## src/rtl/simple_fpga_cvs_pkg.sv

```systemverilog
// Shared types and default timing constants for the MMCM reset sequencer.
// Defaults assume the free-running 300 MHz differential oscillator.
package simple_fpga_cvs_pkg;

    typedef enum logic [1:0] {
        RESET_MMCM = 2'd0,
        WAIT_LOCK  = 2'd1,
        HOLD       = 2'd2,
        RUN        = 2'd3
    } mmcm_seq_state_t;

    localparam int unsigned DefRstCycles   = 16;
    localparam int unsigned DefLockTimeout = 65536;  // ~218 us at 300 MHz
    localparam int unsigned DefHoldCycles  = 1024;
    localparam int unsigned DefSyncStages  = 2;
    localparam int unsigned DefRetryW      = 8;

    function automatic int unsigned max3(input int unsigned a, input int unsigned b,
                                         input int unsigned c);
        int unsigned m;
        m = (a > b) ? a : b;
        return (m > c) ? m : c;
    endfunction

endpackage

```

## src/rtl/bit_synchronizer.sv

```systemverilog
// Multi-flop synchroniser for a single asynchronous level.
// Ports:
//   clk_i   destination clock
//   rst_ni  synchronous active-low reset, clears every stage to 0
//   d_i     asynchronous input
//   q_o     synchronised output, STAGES cycles of latency
module bit_synchronizer #(
    parameter int unsigned STAGES = 2
) (
    input  logic clk_i,
    input  logic rst_ni,
    input  logic d_i,
    output logic q_o
);

    // Pure flop chain: no logic between stages so metastability has a full period to settle.
    logic [STAGES-1:0] sync_q;

    always_ff @(posedge clk_i) begin
        if (!rst_ni) begin
            sync_q <= '0;
        end else begin
            sync_q <= {sync_q[STAGES-2:0], d_i};
        end
    end

    assign q_o = sync_q[STAGES-1];

endmodule

```

## src/rtl/mmcm_reset_sequencer.sv

```systemverilog
// MMCM reset sequencer. Clocked by the free-running oscillator (IBUFDS output) so it keeps
// running while the MMCM is held in reset. Drives MMCM RST, watches LOCKED, and releases a
// downstream synchronous reset only after lock has been stable; retries on timeout or loss.
// Ports:
//   clk_i          free-running oscillator clock
//   rst_ni         synchronous active-low block reset (outranks everything)
//   soft_rst_i     synchronous pulse restarting the MMCM sequence
//   mmcm_locked_i  MMCM LOCKED, asynchronous to clk_i
//   mmcm_rst_o     MMCM RST, active-high
//   sys_rst_no     downstream synchronous active-low reset
//   lock_lost_o    sticky flag: lock dropped while running
//   timeout_o      one-cycle pulse per lock timeout
//   retry_count_o  saturating count of lock timeouts
//   state_o        current sequencer state (debug)
module mmcm_reset_sequencer
    import simple_fpga_cvs_pkg::*;
#(
    parameter int unsigned RST_CYCLES   = DefRstCycles,
    parameter int unsigned LOCK_TIMEOUT = DefLockTimeout,
    parameter int unsigned HOLD_CYCLES  = DefHoldCycles,
    parameter int unsigned SYNC_STAGES  = DefSyncStages,
    parameter int unsigned RETRY_W      = DefRetryW
) (
    input  logic               clk_i,
    input  logic               rst_ni,
    input  logic               soft_rst_i,
    input  logic               mmcm_locked_i,
    output logic               mmcm_rst_o,
    output logic               sys_rst_no,
    output logic               lock_lost_o,
    output logic               timeout_o,
    output logic [RETRY_W-1:0] retry_count_o,
    output logic [1:0]         state_o
);

    localparam int unsigned CntMax = max3(RST_CYCLES, LOCK_TIMEOUT, HOLD_CYCLES);
    localparam int unsigned CntW   = $clog2(CntMax + 1);

    logic locked_sync;

    bit_synchronizer #(
        .STAGES (SYNC_STAGES)
    ) u_locked_sync (
        .clk_i  (clk_i),
        .rst_ni (rst_ni),
        .d_i    (mmcm_locked_i),
        .q_o    (locked_sync)
    );

    mmcm_seq_state_t    state_q, state_d;
    logic [CntW-1:0]    cnt_q, cnt_d;
    logic [RETRY_W-1:0] retry_q, retry_d;
    logic               lock_lost_q, lock_lost_d;
    logic               timeout_q, timeout_d;
    logic               mmcm_rst_q, sys_rst_nq;

    always_comb begin
        state_d     = state_q;
        cnt_d       = cnt_q;
        retry_d     = retry_q;
        lock_lost_d = lock_lost_q;
        timeout_d   = 1'b0;

        case (state_q)
            RESET_MMCM: begin
                cnt_d = cnt_q + 1'b1;
                if (cnt_q == CntW'(RST_CYCLES - 1)) begin
                    state_d = WAIT_LOCK;
                end
            end
            WAIT_LOCK: begin
                cnt_d = cnt_q + 1'b1;
                // Lock wins over a timeout landing on the same cycle.
                if (locked_sync) begin
                    state_d = HOLD;
                end else if (cnt_q == CntW'(LOCK_TIMEOUT - 1)) begin
                    state_d   = RESET_MMCM;
                    timeout_d = 1'b1;
                    if (retry_q != '1) begin
                        retry_d = retry_q + 1'b1;
                    end
                end
            end
            HOLD: begin
                cnt_d = cnt_q + 1'b1;
                if (!locked_sync) begin
                    state_d = WAIT_LOCK;
                end else if (cnt_q == CntW'(HOLD_CYCLES - 1)) begin
                    state_d = RUN;
                end
            end
            RUN: begin
                if (!locked_sync) begin
                    state_d     = RESET_MMCM;
                    lock_lost_d = 1'b1;
                end
            end
            default: state_d = RESET_MMCM;
        endcase

        // Soft restart overrides timeout/lock transitions but still records a lock loss.
        if (soft_rst_i) begin
            state_d   = RESET_MMCM;
            timeout_d = 1'b0;
            retry_d   = retry_q;
        end

        if (soft_rst_i || (state_d != state_q)) begin
            cnt_d = '0;
        end
    end

    always_ff @(posedge clk_i) begin
        if (!rst_ni) begin
            state_q     <= RESET_MMCM;
            cnt_q       <= '0;
            retry_q     <= '0;
            lock_lost_q <= 1'b0;
            timeout_q   <= 1'b0;
            mmcm_rst_q  <= 1'b1;
            sys_rst_nq  <= 1'b0;
        end else begin
            state_q     <= state_d;
            cnt_q       <= cnt_d;
            retry_q     <= retry_d;
            lock_lost_q <= lock_lost_d;
            timeout_q   <= timeout_d;
            // Decoded from the next state so both resets move on the same edge as the state.
            mmcm_rst_q  <= (state_d == RESET_MMCM);
            sys_rst_nq  <= (state_d == RUN);
        end
    end

    assign mmcm_rst_o    = mmcm_rst_q;
    assign sys_rst_no    = sys_rst_nq;
    assign lock_lost_o   = lock_lost_q;
    assign timeout_o     = timeout_q;
    assign retry_count_o = retry_q;
    assign state_o       = state_q;

endmodule

```

## config.mk

```make
export PLATFORM = sky130hd
export DESIGN_NAME = mmcm_reset_sequencer
export DESIGN_NICKNAME = d
export VERILOG_FILES = /design/src/rtl/simple_fpga_cvs_pkg.sv /design/src/rtl/bit_synchronizer.sv /design/src/rtl/mmcm_reset_sequencer.sv
export SDC_FILE = /design/constraint.sdc
export NUM_CORES = 1
export LEC_CHECK = 0
export ABC_AREA = 1
export ABC_CLOCK_PERIOD_IN_PS = 2720
export BUFFER_PORTS_ARGS = -buffer_cell sky130_fd_sc_hd__buf_2
export CAP_MARGIN = 0
export CORE_MARGIN = 2
export CORE_UTILIZATION = 35
export DETAILED_ROUTE_END_ITERATION = 10
export HOLD_SLACK_MARGIN = 0.05
export PLACE_DENSITY_LB_ADDON = 0.2
export REMOVE_ABC_BUFFERS = 1
export SLEW_MARGIN = 20
export SYNTH_ARGS = -nofsm -noshare
export SYNTH_HDL_FRONTEND = slang
export SYNTH_SLANG_ARGS = --single-unit
export TNS_END_PERCENT = 30
```

## constraint.sdc

```tcl
create_clock -name clk_i -period 2.72 [get_ports clk_i]
set_clock_uncertainty 0.15 [all_clocks]
set_input_delay 0.544 -clock clk_i [delete_from_list [all_inputs] [get_ports clk_i]]
set_output_delay 0.544 -clock clk_i [all_outputs]
set_load 0.05 [all_outputs]
```

# ---- Yosys cells after proc, flatten, opt, wreduce, memory -nomap -nowiden
# Cells that the tools add are included.
dict set report classes {
  n_eq_ne 9
  n_mux 9
  bitwise_logic 4
  n_addsub 2
  n_reduce_logical 8
}
# op count
set ops {}
lappend ops {{17-bit by 1-bit adder with 17-bit output, second input constant} 1}
lappend ops {{17-bit by 10-bit equality test with 1-bit output, second input constant} 1}
lappend ops {{17-bit by 16-bit equality test with 1-bit output, second input constant} 1}
lappend ops {{17-bit by 4-bit equality test with 1-bit output, second input constant} 1}
lappend ops {{2-bit 2-to-1 mux} 7}
lappend ops {{8-bit by 1-bit adder with 8-bit output, second input constant} 1}
lappend ops {{8-bit inequality test, second input constant} 1}
lappend ops {{2-bit case mux with 4 select lines} 1}
lappend ops {{2-bit equality test, second input constant} 3}
lappend ops {{5-bit AND reduction} 1}
lappend ops {{2-bit logical NOT} 2}
lappend ops {{1-bit inverter} 4}
lappend ops {{4-bit OR reduction} 1}
lappend ops {{3-bit OR reduction} 1}
lappend ops {{2-bit by 1-bit equality test with 1-bit output, second input constant} 1}
lappend ops {{2-bit inequality test} 1}
lappend ops {{2-bit AND reduction} 1}
lappend ops {{2-bit OR reduction} 1}
lappend ops {{1-bit logical OR} 1}
lappend ops {{1-bit 2-to-1 mux} 1}
dict set report word_totals {
  register_bits 33
  word_cells 40
}

# ---- Logic depth before layout (Yosys ltp)
dict set report logic_depth {
  ltp_word 8
  depth_mapped 14
  mapped_depth_nobuf 13
}

# ---- By module
# From an unflattened synthesis, not the netlist that was laid out.
dict set report unflattened {
  hier_cells 219
  hier_area_um2 1659.1
}
# mod cells_each area_per_inst_um2 instances
set modules_own_cells {}
lappend modules_own_cells {mmcm_reset_sequencer 213 1604.0 1}
lappend modules_own_cells {bit_synchronizer 6 55.1 1}

# ---- Least setup slack after synthesis
# Ideal clock, no wire load.
dict set report synth_timing {
  path_type {register -> register}
  from {register cnt_q[0]}
  to {register retry_q[4] (netlist: retry_count_o[4])}
  path_stages_with_launch 14
  setup_ns 0.117
  n_path_buf 0
  synth_period_minus_slack_ns 2.458
  t_arrival_ns 2.191
  path_slack_ns 0.262
  cell_sequence {dfxtp_1 -> ha_1 -> nand3_1 -> nor3_2 -> nand3_1 -> nor4_1 -> ha_1 -> inv_1 -> nor4_1 -> nand2_1 -> nor3_2 -> nand3_1 -> nand2_1 -> nor2_1}
}
dict set report synth_via {
  elab_chain_len 2
}
# item line
set synth_lines {}
lappend synth_lines {{start: declaration} mmcm_reset_sequencer.sv:51} ;# logic [CntW-1:0] cnt_q, cnt_d;
lappend synth_lines {{start signal: assignment} mmcm_reset_sequencer.sv:124} ;# cnt_q <= cnt_d;
lappend synth_lines {{17-bit by 16-bit equality test with 1-bit output} mmcm_reset_sequencer.sv:76} ;# end else if (cnt_q == CntW'(LOCK_TIMEOUT - 1)) begin
lappend synth_lines {{5-bit AND reduction (no source line)} n/a}
lappend synth_lines {{end signal: assignment} mmcm_reset_sequencer.sv:125} ;# retry_q <= retry_d;
lappend synth_lines {{end: declaration} mmcm_reset_sequencer.sv:52} ;# logic [RETRY_W-1:0] retry_q, retry_d;
# Every way passes these cells.
# A chain may end at the register's enable or synchronous reset.

# ---- Worst setup path in the final report
# Same ends and word-level chain as after synthesis.

==> impl_metrics.py <==
metrics = {
    "synthesis": {
        "ys_seq_area_share_pct": 39.4,
        "synth-main-ff-cell": "dfxtp_1",
        "synth_top_area_share_pct": 39.4,
        "yosysTopAreaCell": "dfxtp_1",
        "ys_types": 28,
        "synth_edf_count": 0,
        "ys_ff_latch": 33,
        "synthCells": 211,
        "syn_avg_cell_area_um2": 7.95,
        "ys_async_sr_fraction_pct": 0,
        "syn_area_um2": 1680,
        "yosys-top-cells-area": "dfxtp_1, nand2_1, nor2_1",
        "ys_warn_count": 0,
    },
    "drt": {
        "postRouteAntennaNets": 0,
        "post_drt_wl_per_cell_um": 10.8,
        "first_pass_iters": 4,
        "vias": 1369,
        "first_iter_violations": 54,
        "wl_um": 3180,
        "via_per_inst": 4.64,
        "drc": 0,
    },
    "critical_path": {
        "crit_fanout": 9,
        "cp_slowest_cell": "dfxtp_2",
        "worstSetupEndpointType": "flop",
        "crit_buf_inv": 2,
        "arrival_ps": 2670,
        "critPathMaxStageDelay_ps": 340,
        "cp_cell_sequence": "ha_2 > nand3_2 > nor3_4 > nand3_2 > nor4_2 > ha_2 > inv_1 > nor4_4 > nand2_1 > buf_4 > nor3_4 > nand3_1 > nand2_1 > nor2_1",
        "crit_required_ps": 2750,
        "path_delay_family": "simple AND/OR/NAND/NOR gates",
        "cp-start-kind": "flop",
        "worstSetupPathType": "reg2reg",
    },
    "power": {
        "p_total_mw": 1.01,
        "vdd_ir_drop_max_mv": 0.304,
        "p_leak_nw": 0.809,
        "power_density_nw_per_um2": 492,
    },
    "clock_network": {
        "clk_pin_slew_worst_paths_ps": 70,
        "cts_buffers": 5,
        "ctsHtreeMaxLevel": 2,
        "clock-sinks": 33,
        "cts_tree": "built",
        "clockBufferDepth": 2,
        "clk_latency_ps": 280,
        "cts_hold_buf": 0,
        "root_buffer": "clkbuf_8",
    },
    "place": {
        "globalplace.congestion": 0.785,
        "portBuffers": 17,
        "placedCellCount": 280,
        "dp_hpwl_um": 2270,
    },
    "timing": {
        "drv_slew": 0,
        "fmax_mhz": 379,
        "worstMarginPinSlew_ps": 336,
        "fin_crit_sh_pct": 96.9,
        "fin_crit_ps": 2640,
        "setup_viol": 0,
        "hold_viol": 0,
        "maxSlewHeadroom_pct": 77.4,
    },
    "layout": {
        "fin_util_pct": 43.9,
        "layout_commonest_cell": "nand2_1",
        "n_antenna_cell": 0,
        "finalNonFillerCells": 295,
        "layout_common_cells": "nand2_1, nor2_1, dfxtp_1",
        "synthToLayoutAreaGrowth_pct": 21.8,
        "nets": 247,
        "drive_gt1_share_pct": 26.6,
    },
    "floorplan": {
        "fp-row-count": 25,
        "die_h_um": 73.2,
        "dieArea_um2": 5360,
        "dieWidth_um": 73.2,
        "pin_count": 18,
        "core_um2": 4660,
        "start_util_pct": 36.0,
    },
    "grt": {
        "grt_pass1_wl_um": 5300,
        "grt_pass1_vias": 1243,
        "track_usage_pct": 12.8,
        "grt_overflow_total": 0,
        "antenna_found_initial": 0,
        "grt_max_degree": 18,
    },
    "outcome": {
        "status": "complete, no violations",
    },
    "flow_run": {
        "maxCapViolCount": 0,
    },
    "hold_path": {
        "holdCritPathClass": "reg2reg",
    },
}
-- logic make-up (layout without fill, tap and decap cells) --
logic type      Yosys count  after routing  synth area share [%]
compound gates           14             14                  6.26
xor+xnor                 15             15                  7.83
fa+ha+maj                 3              3                  2.24
buf+inv                  26             56                  7.01
flops                    33             33                  39.4
mux                       1              1                 0.597
simple gates            119            119                  36.7
-- area by class of cell --
type	instances	area (µm²)
multi-input combinational	152	953
clock inverter	2	37.5
clock buffer	6	82.6
inverter	24	90.1
sequential	33	663
tap	54	67.6
fill	465	2620
timing repair buffer	24	150
-- worst paths after layout --
kind                                                         start                                 end  slack, ps  cells past startpoint
worst max-delay path                         cnt_q[0]$_SDFFE_PP0P_       retry_count_o[4]$_SDFFE_PN0P_         80                     14
worst min-delay path            u_locked_sync.sync_q[0]$_SDFF_PN0_  u_locked_sync.sync_q[1]$_SDFF_PN0_        280                      2
worst max register to register               cnt_q[0]$_SDFFE_PP0P_       retry_count_o[4]$_SDFFE_PN0P_         80                     14
worst min register to register  u_locked_sync.sync_q[0]$_SDFF_PN0_  u_locked_sync.sync_q[1]$_SDFF_PN0_        280                      2
-- layer usage --
layer	global-route usage [%]	vias up	wire (µm)
met4	5.56	0	26
met1	15.7	626	1520
met5	0	-	0
met2	20.4	14	1550
met3	4.14	2	88
li1	-	727	-
-- synth_stat cells, types with 3 or more instances --
| cell | number |
|---|---|
| o21ai_0 | 5 |
| nor2_4 | 10 |
| nor2_1 | 36 |
| nor4_1 | 3 |
| a21oi_1 | 6 |
| nor3_1 | 6 |
| inv_1 | 22 |
| dfxtp_1 | 33 |
| nand3_1 | 15 |
| ha_1 | 3 |
| nand2_1 | 37 |
| xor2_1 | 11 |
| xnor2_1 | 4 |
-- sequential cells by signal (all words and copies together), names as in the netlist --
register and count:
timeout_o 1, sys_rst_no 1, lock_lost_o 1, retry_count_o 8, state_o 2, mmcm_rst_o 1
u_locked_sync.sync_q 2, cnt_q 17
-- repair_timing --
action	4_1_cts	5_1_grt
gates resized for setup	1	12
setup buffers	1	6
pin swaps	2	7
endpoints found under the setup margin	9	25
-- per-stage QoR --
stage | setup TNS (ps) | cell area, µm² | hold slack [ps] | setup slack [ps]
2_1_floorplan | 0 | 1650 | 240 | 262
3_3_place_gp | 0 | 1800 | 283 | 48.6
3_5_place_dp | -342 | 1800 | 277 | -113
4_1_cts | -9.37 | 1940 | 289 | -6.00
5_1_grt | -448 | 2040 | 300 | -103
6_report | 0 | 2040 | 283 | 83.2
-- power breakdown --
part | internal, mW | leakage [nW] | switching [mW]
clock network | 0.298 | 0.0574 | 0.186
logic | 0.0131 | 0.485 | 0.0202
registers | 0.486 | 0.267 | 0.00245
total | 0.797 | 0.809 | 0.209
-- tightest hold or removal path: stages, from the launching register on --
cell and delay, ps:
dfxtp_1 300, nand2_1 60, inv_1 40
No activity file was read; power rests on OpenSTA's default activity.
